$ cat src/rtl/prog_mem_loader_if.sv
// Bus bundle for the TD4 program memory: mode control, serial load port and CPU port.
// master = host/CPU side, slave = memory side.
interface prog_mem_loader_if #(
  parameter int OPC_W  = 4,
  parameter int IMM_W  = 4,
  parameter int ADDR_W = 4
);
  logic              load_en;
  logic              clear_req;
  logic              ld_valid;
  logic              ld_ready;
  logic [OPC_W-1:0]  ld_opcode;
  logic [IMM_W-1:0]  ld_imm;
  logic              ld_addr_rst;
  logic [ADDR_W-1:0] ld_ptr;
  logic              ld_full;
  logic              busy;
  logic [ADDR_W-1:0] cpu_addr;
  logic              cpu_we;
  logic [OPC_W-1:0]  cpu_opcode_i;
  logic [IMM_W-1:0]  cpu_imm_i;
  logic [OPC_W-1:0]  cpu_opcode;
  logic [IMM_W-1:0]  cpu_imm;

  modport master (
    output load_en, clear_req, ld_valid, ld_opcode, ld_imm, ld_addr_rst,
    output cpu_addr, cpu_we, cpu_opcode_i, cpu_imm_i,
    input  ld_ready, ld_ptr, ld_full, busy, cpu_opcode, cpu_imm
  );

  modport slave (
    input  load_en, clear_req, ld_valid, ld_opcode, ld_imm, ld_addr_rst,
    input  cpu_addr, cpu_we, cpu_opcode_i, cpu_imm_i,
    output ld_ready, ld_ptr, ld_full, busy, cpu_opcode, cpu_imm
  );
endinterface

$ cat src/rtl/prog_mem_loader.sv
// TD4 program memory with serial load port, CPU read/write port and a
// one-word-per-cycle clear sweep that runs out of reset and on clear_req.
module prog_mem_loader #(
  parameter int OPC_W  = 4,
  parameter int IMM_W  = 4,
  parameter int ADDR_W = 4,
  parameter int WRAP   = 0
) (
  input  logic                clk,
  input  logic                rst_n,
  prog_mem_loader_if.slave    bus
);
  localparam int                DEPTH  = 2 ** ADDR_W;
  localparam int                WORD_W = OPC_W + IMM_W;
  localparam logic [ADDR_W-1:0] LAST   = ADDR_W'(DEPTH - 1);

  typedef enum logic [1:0] {S_CLEAR, S_RUN, S_LOAD} state_e;

  state_e            state_q, state_d;
  logic [ADDR_W-1:0] clr_ptr_q, clr_ptr_d;
  logic [ADDR_W-1:0] ld_ptr_q, ld_ptr_d;
  logic              ld_full_q, ld_full_d;
  logic              busy_q, busy_d;
  logic              ld_ready_q, ld_ready_d;
  logic              accept;

  logic [WORD_W-1:0] mem_q [DEPTH];
  logic              mem_we;
  logic [ADDR_W-1:0] mem_waddr;
  logic [WORD_W-1:0] mem_wdata;
  logic [WORD_W-1:0] rd_word;

  assign accept = (state_q == S_LOAD) && bus.ld_valid && ld_ready_q;

  always_comb begin
    state_d   = state_q;
    clr_ptr_d = clr_ptr_q;
    ld_ptr_d  = ld_ptr_q;
    ld_full_d = ld_full_q;
    case (state_q)
      S_CLEAR: begin
        // clear_req is deliberately not looked at here: a sweep never restarts
        clr_ptr_d = clr_ptr_q + ADDR_W'(1);
        if (clr_ptr_q == LAST) state_d = bus.load_en ? S_LOAD : S_RUN;
      end
      S_RUN: begin
        if (bus.clear_req) begin
          state_d   = S_CLEAR;
          clr_ptr_d = '0;
        end else if (bus.load_en) begin
          state_d   = S_LOAD;
          ld_ptr_d  = '0;
          ld_full_d = 1'b0;
        end
      end
      S_LOAD: begin
        if (bus.ld_addr_rst) begin
          ld_ptr_d  = '0;
          ld_full_d = 1'b0;
        end else if (accept) begin
          if (ld_ptr_q == LAST) begin
            if (WRAP != 0) ld_ptr_d  = '0;
            else           ld_full_d = 1'b1;
          end else begin
            ld_ptr_d = ld_ptr_q + ADDR_W'(1);
          end
        end
        if (bus.clear_req) begin
          state_d   = S_CLEAR;
          clr_ptr_d = '0;
        end else if (!bus.load_en) begin
          state_d = S_RUN;
        end
      end
      default: state_d = S_CLEAR;
    endcase
    busy_d     = (state_d == S_CLEAR);
    ld_ready_d = (state_d == S_LOAD) && !ld_full_d;
  end

  always_ff @(posedge clk or negedge rst_n) begin
    if (!rst_n) begin
      state_q    <= S_CLEAR;
      clr_ptr_q  <= '0;
      ld_ptr_q   <= '0;
      ld_full_q  <= 1'b0;
      busy_q     <= 1'b1;
      ld_ready_q <= 1'b0;
    end else begin
      state_q    <= state_d;
      clr_ptr_q  <= clr_ptr_d;
      ld_ptr_q   <= ld_ptr_d;
      ld_full_q  <= ld_full_d;
      busy_q     <= busy_d;
      ld_ready_q <= ld_ready_d;
    end
  end

  // One write port shared by sweep, loader and CPU; the state decides the owner.
  always_comb begin
    mem_we    = 1'b0;
    mem_waddr = bus.cpu_addr;
    mem_wdata = {bus.cpu_imm_i, bus.cpu_opcode_i};
    case (state_q)
      S_CLEAR: begin
        mem_we    = 1'b1;
        mem_waddr = clr_ptr_q;
        mem_wdata = '0;
      end
      S_LOAD: begin
        mem_we    = accept && !bus.ld_addr_rst;
        mem_waddr = ld_ptr_q;
        mem_wdata = {bus.ld_imm, bus.ld_opcode};
      end
      S_RUN:   mem_we = bus.cpu_we;
      default: mem_we = 1'b0;
    endcase
  end

  always_ff @(posedge clk) begin
    if (mem_we) mem_q[mem_waddr] <= mem_wdata;
  end

  assign rd_word = mem_q[bus.cpu_addr];
  assign {bus.cpu_imm, bus.cpu_opcode} = (state_q == S_RUN) ? rd_word : '0;

  assign bus.busy     = busy_q;
  assign bus.ld_ready = ld_ready_q;
  assign bus.ld_ptr   = ld_ptr_q;
  assign bus.ld_full  = ld_full_q;
endmodule

$ cat src/flat_wrapper.sv
// flat-port wrapper written by rule: the top's interface ports become plain ports
module prog_mem_loader_flat 
#(
  parameter int OPC_W  = 4,
  parameter int IMM_W  = 4,
  parameter int ADDR_W = 4,
  parameter int WRAP   = 0
)
  (clk, rst_n, bus_load_en, bus_clear_req, bus_ld_valid, bus_ld_opcode, bus_ld_imm, bus_ld_addr_rst, bus_cpu_addr, bus_cpu_we, bus_cpu_opcode_i, bus_cpu_imm_i, bus_ld_ready, bus_ld_ptr, bus_ld_full, bus_busy, bus_cpu_opcode, bus_cpu_imm);
  prog_mem_loader_if #(.OPC_W(OPC_W), .IMM_W(IMM_W), .ADDR_W(ADDR_W)) bus_i ();
  input  logic clk;
  input  logic rst_n;
  input wire logic [$bits(bus_i.load_en)-1:0] bus_load_en;
  input wire logic [$bits(bus_i.clear_req)-1:0] bus_clear_req;
  input wire logic [$bits(bus_i.ld_valid)-1:0] bus_ld_valid;
  input wire logic [$bits(bus_i.ld_opcode)-1:0] bus_ld_opcode;
  input wire logic [$bits(bus_i.ld_imm)-1:0] bus_ld_imm;
  input wire logic [$bits(bus_i.ld_addr_rst)-1:0] bus_ld_addr_rst;
  input wire logic [$bits(bus_i.cpu_addr)-1:0] bus_cpu_addr;
  input wire logic [$bits(bus_i.cpu_we)-1:0] bus_cpu_we;
  input wire logic [$bits(bus_i.cpu_opcode_i)-1:0] bus_cpu_opcode_i;
  input wire logic [$bits(bus_i.cpu_imm_i)-1:0] bus_cpu_imm_i;
  output wire logic [$bits(bus_i.ld_ready)-1:0] bus_ld_ready;
  output wire logic [$bits(bus_i.ld_ptr)-1:0] bus_ld_ptr;
  output wire logic [$bits(bus_i.ld_full)-1:0] bus_ld_full;
  output wire logic [$bits(bus_i.busy)-1:0] bus_busy;
  output wire logic [$bits(bus_i.cpu_opcode)-1:0] bus_cpu_opcode;
  output wire logic [$bits(bus_i.cpu_imm)-1:0] bus_cpu_imm;
  assign bus_i.load_en = bus_load_en;
  assign bus_i.clear_req = bus_clear_req;
  assign bus_i.ld_valid = bus_ld_valid;
  assign bus_i.ld_opcode = bus_ld_opcode;
  assign bus_i.ld_imm = bus_ld_imm;
  assign bus_i.ld_addr_rst = bus_ld_addr_rst;
  assign bus_i.cpu_addr = bus_cpu_addr;
  assign bus_i.cpu_we = bus_cpu_we;
  assign bus_i.cpu_opcode_i = bus_cpu_opcode_i;
  assign bus_i.cpu_imm_i = bus_cpu_imm_i;
  assign bus_ld_ready = bus_i.ld_ready;
  assign bus_ld_ptr = bus_i.ld_ptr;
  assign bus_ld_full = bus_i.ld_full;
  assign bus_busy = bus_i.busy;
  assign bus_cpu_opcode = bus_i.cpu_opcode;
  assign bus_cpu_imm = bus_i.cpu_imm;
  prog_mem_loader #(.OPC_W(OPC_W), .IMM_W(IMM_W), .ADDR_W(ADDR_W), .WRAP(WRAP)) u_core (.clk(clk), .rst_n(rst_n), .bus(bus_i));
endmodule
$ cat config.mk
export PLATFORM = sky130hd
export DESIGN_NAME = prog_mem_loader_flat
export DESIGN_NICKNAME = d
export VERILOG_FILES = /design/src/rtl/prog_mem_loader_if.sv /design/src/rtl/prog_mem_loader.sv /design/src/flat_wrapper.sv
export SDC_FILE = /design/constraint.sdc
export NUM_CORES = 1
export LEC_CHECK = 0
export ABC_CLOCK_PERIOD_IN_PS = 2200
export CORE_MARGIN = 2
export CORE_UTILIZATION = 50
export CTS_CLUSTER_DIAMETER = 100
export CTS_CLUSTER_SIZE = 40
export DETAILED_ROUTE_END_ITERATION = 6
export HOLD_SLACK_MARGIN = 0.08
export PLACE_DENSITY = 0.72
export SYNTH_ARGS = -nofsm -noshare
export SYNTH_HDL_FRONTEND = slang
export SYNTH_SLANG_ARGS = --single-unit
$ cat constraint.sdc
create_clock -name clk -period 2.2 [get_ports clk]
set_input_delay 0.33 -clock clk [delete_from_list [all_inputs] [get_ports clk]]
set_output_delay 0.33 -clock clk [all_outputs]
set_load 0.02 [all_outputs]
Word-level counts from Yosys, hierarchy flattened:

Memory sizes are Yosys's and may differ from the RTL's.
Cells that the tools add are included.
W data, S select, Z words.

* flip-flop bits (word level): 13
* memory bits (writable): 128
* output and inout port bits: 15
* word-level logic and storage cells: 59
* memories: 1

* add/sub/neg operators: 2
* equality and inequality tests: 10
* mux-type cells: 27
* reduce and logical (&&, ||, !) cells: 13

Memories
* u_core.mem_q: depth 16, bits a word 8, rd ports 1, clocked after Yosys merged registers in 0, wr ports 1, line prog_mem_loader.sv:27 `logic [WORD_W-1:0] mem_q [DEPTH];`

Operators with widths (count)
* $mux W4: 6
* $pmux W4 S2: 3
* $pmux W8 S2: 1
* $mux W2: 6
* $add A4 B1 Y4 const B: 2
* $eq A4 B4 Y1 const B: 2
* $mux W8: 1
* $mux W1: 7
* $pmux W2 S3: 1
* $reduce_and A5 Y1: 1
* $eq A2 B2 Y1 const B: 2
* $logic_and A1 B1 Y1: 4
* $logic_not A2 Y1: 2
* $ne A2 B2 Y1 const B: 2
* $reduce_bool A2 Y1: 2
* $ne A3 B2 Y1 const B: 1
* $ne A3 B3 Y1 const B: 1
* $pmux W1 S3: 1
* $eq A2 B1 Y1 const B: 1
* $logic_not A1 Y1: 2
* $ne A2 B1 Y1 const B: 1
* $pmux W1 S2: 1
* $reduce_and A2 Y1: 1
* $reduce_or A2 Y1: 1

Logic depth before layout (Yosys ltp):

* depth in word-level cells: 8
* mapped depth: 7
* mapped depth without buffers: 6

Least setup slack after synthesis:

No wires, ideal clock.

* path kind: reg2reg
* start point: reg u_core.state_q[0]
* end point: mem u_core.mem_q[0][0] (netlist bit) (enable)
* arrival: 1.908 ns
* required time: 1.830 ns
* setup slack: -0.078 ns
* stages on the path, launching flop included: 8
* path buffers: 2
* cell sequence: dfrtp_1 inv_1 ha_1 buf_2 buf_2 a221oi_1 nand2_1 nor2_1

* word-level cells in the longest chain between the ends: 7
* elaborated cells between the ends (all ways): 10
* classes of those cells: eq/ne: 2; mux: 4; reduce/logical: 4

Ends and longest elaborated chain
* start, declared: line prog_mem_loader.sv:19 `state_e state_q, state_d;`
* start signal, assigned: line prog_mem_loader.sv:90 `state_q <= state_d;`
* $eq A2 B2 Y1: line prog_mem_loader.sv:33, prog_mem_loader.sv:104
* $logic_and A1 B1 Y1 (2 in series): line prog_mem_loader.sv:33 `assign accept = (state_q == S_LOAD) && bus.ld_valid && ld_ready_q;`
* $logic_and A1 B1 Y1: line prog_mem_loader.sv:111 `mem_we = accept && !bus.ld_addr_rst;`
* $pmux W1 S3: line prog_mem_loader.sv:104 `case (state_q)`
* $mux W1: line prog_mem_loader.sv:121 `if (mem_we) mem_q[mem_waddr] <= mem_wdata;`
* $mux W1 (implied by the code): line prog_mem_loader.sv:121
* end, declared: line prog_mem_loader.sv:27

Several ways; a longest one is shown, not always the timed one.

Worst setup path in the final report:

* start point: reg u_core.state_q[1]
* end point: mem u_core.mem_q[12][7] (netlist bit) (enable)

Same word-level chain as after synthesis.

==> flow_summary.ini <==
[floorplan]
die_y_um = 114
die_width_um = 114
io_pins = 42
die-area_um2 = 13000
coreArea_um2 = 11900
start_util = 0.508
num_rows = 40

[sta]
timing.final.hold_violations = 0
setup_viol = 65
slew-limit-headroom = 0.568
drv_slew = 0
period_needed_ps = 2260
fin_crit_sh = 1.03
clock_skew_ps = 4.50
rsz0062_at_grt = yes
max_clock_freq_mhz = 442
fin_ws_ps = -61.2
fin_tns_setup_ps = -2050
worst_pin_slew_ps = 646

[cts]
clock-root-buffer = clkbuf_16
numClockSinks = 141
clockBufferDepth = 2
h-tree-depth = 4
clk_latency_ps = 410
postCtsHoldBufs = 0
cts.clk_slew.worst_paths_ps = 60
cts_tree = yes
numCtsBuffers = 17

[final_layout]
final_util = 0.675
fillers = 807
postLayoutCellArea_um2 = 8040
fin_nets = 518
final_cells = 645
num_antenna_cells = 0
layout-drive-gt1-share = 0.347
area_delta_synth_final_pct = 32.8

[setup_path]
crit_path_start_kind = flop
cp_top_family = simple AND/OR/NAND/NOR gates
critical_path_depth = 7
arrival_ps = 2390
r2r_end = u_core.mem_q[12][7]
end_kind = flop
cp_max_fo = 8
critical-path-max-stage-delay_ps = 410
crit_type = flop to flop
worst_ep_required_time_ps = 2320
endpoint = u_core.mem_q[12][7]
path_buf_inv = 2
startpoint = u_core.state_q[1]
rr_worst_depth = 7
path_common_cell = buf_6
reg2reg_slack_ps = -60
crit_chain = buf_6 > ha_4 > or3b_4 > a221oi_4 > nand2_2 > nor2_2 > buf_6
crit_slowest_cell = or3b_4
r2r-start = u_core.state_q[1]

[routing]
antenna_left = 0
routed-wl-met2_um = 7260
via_per_inst = 5.88
route.detailed.drc = 0
drt_wl_total_um = 14100
vias = 3792
routedWlPerCell_um = 21.8
drt_iter0_markers = 328
first_pass_iters = 5
top_layer = met4
wl_met1_um = 5950
wl_met3_um = 701

[logic_synthesis]
yosys.area.top_type_share = 0.635
synth_most_common_cell = edfxtp_1
seq_area_frac_synth = 0.689
synth.avg_cell_area_um2 = 16.0
synth_commonest_cells = 128 x edfxtp_1, 28 x mux2i_1, 23 x nand2_1
synth_ff_type = edfxtp_1
synth.distinct_cells = 46
synth_edf_count = 128
synth-seq-cells = 141
synth.yosys.warnings = 0
synthCells = 378
ys_top_cells_by_area = edfxtp_1 63%, mux4_2 6.0%, dfrtp_1 5.0%
syn_area_um2 = 6050
synth_top_cell_by_area = edfxtp_1
synth_nets = 411
synth_async_sr_flop_share = 0.0922

[run_status]
outcome = finished, violations left
violations = setup timing

[placed_design]
placed_cell_area_um2 = 7160
dp.cells = 608
gp_congestion = 0.838
port_buffers = 41
dp_hpwl_um = 9210

[power_and_ir_drop]
irDropWorstVdd_mv = 0.879
p_per_area_nw_per_um2 = 1410
p_leak_nw = 2.98

[global_routing]
grt_pass1_wl_um = 21500
grt_pass1_vias = 3924
grt_overflow = 0
grt_max_degree = 17
antenna_found_initial = 0
grt_usage = 0.230

[run]
maxCapViolCount = 0

[hold_path]
holdCritPathClass = input port to async pin
==> layer usage <==
metal | vias up | track usage
li1 | 1725 | -
met1 | 1918 | 0.293
met2 | 133 | 0.390
met3 | 16 | 0.0462
met4 | 0 | 0.0886
met5 | - | 0
==> cell families after synthesis <==
group	share of synthesized area
fa+ha+maj	0.0124
simple gates	0.0696
xor+xnor	0.00434
flops	0.689
buf+inv	0.0227
mux	0.119
compound gates	0.0833
==> through the flow <==
step	hold WS (ps)	setup WS (ps)	total power [mW]
floorplan	34.4	-77.7	6.14
global placement	512	-531	7.83
detailed placement	539	-540	7.98
CTS	307	-26.8	10.9
global route	339	-121	11.8
finish	314	-61.2	11.3
==> worst min-delay path by stage <==
stage / slack, ps / end / cells past startpoint / start
floorplan: 30 / u_core.bus.ld_full / 0 / rst_n
CTS: 310 / u_core.bus.ld_full / 1 / rst_n
global placement: 510 / u_core.clr_ptr_q[1] / 2 / u_core.clr_ptr_q[1]
detailed placement: 540 / u_core.bus.ld_full / 2 / u_core.bus.ld_full
finish: 310 / u_core.bus.ld_ptr[2] / 1 / rst_n
global route: 340 / u_core.bus.ld_ptr[1] / 1 / rst_n
==> cell usage in the layout (no fill, tap or decap), drive strengths merged, types with 3 or more instances in the layout <==
cell type      synthesis  layout
nor2b                  6       6
o31ai                  3       3
o221ai                 7       7
bufinv                 0       3
a22oi                 14      14
dfrtp                 12      12
edfxtp               128     128
a221oi                 3       3
inv                    6       6
nand2                 23      23
nor2                  21      21
clkinvlp               0       3
mux2i                 28      28
clkinv                 0       9
clkdlybuf4s50          0      30
mux4                  16      16
o21ai                  5       5
nand2b                 9       9
a21oi                 12      12
and2                   3       3
a22o                  10      10
clkbuf                 5      17
buf                   14      74
nand3                 15      15
ha                     6       6
o22ai                  3       3
mux2                   7       7
==> report_power, final <==
part           internal, mW  total [mW]  switching, mW  leakage [nW]
Clock                  1.75        2.79           1.03         0.280
Combinational          1.78        4.23           2.45          1.34
Sequential             4.09        4.29          0.202          1.36
==> state kept, by name (all words and copies together), names as in the netlist <==
signal               flops
u_core.state_q           2
u_core.bus.ld_ready      1
u_core.bus.busy          1
u_core.mem_q           128
u_core.bus.ld_full       1
u_core.clr_ptr_q         4
u_core.bus.ld_ptr        4
==> final cells by class <==
type	count	area [um2]	area share
clock buffer	17	425	0.0529
inverter	6	22.5	0.00280
clock inverter	15	154	0.0191
tap	147	184	0.0229
sequential	141	4170	0.519
timing repair buffer	107	1130	0.141
multi-input combinational	212	1950	0.243
==> repair_timing <==
item                       CTS  global route
pin swaps                    7             9
setup endpoints to repair  136           136
buffers inserted             1             3
cloned                       1             0
gates resized for setup     60            46
(Power assumes the default switching activity.)
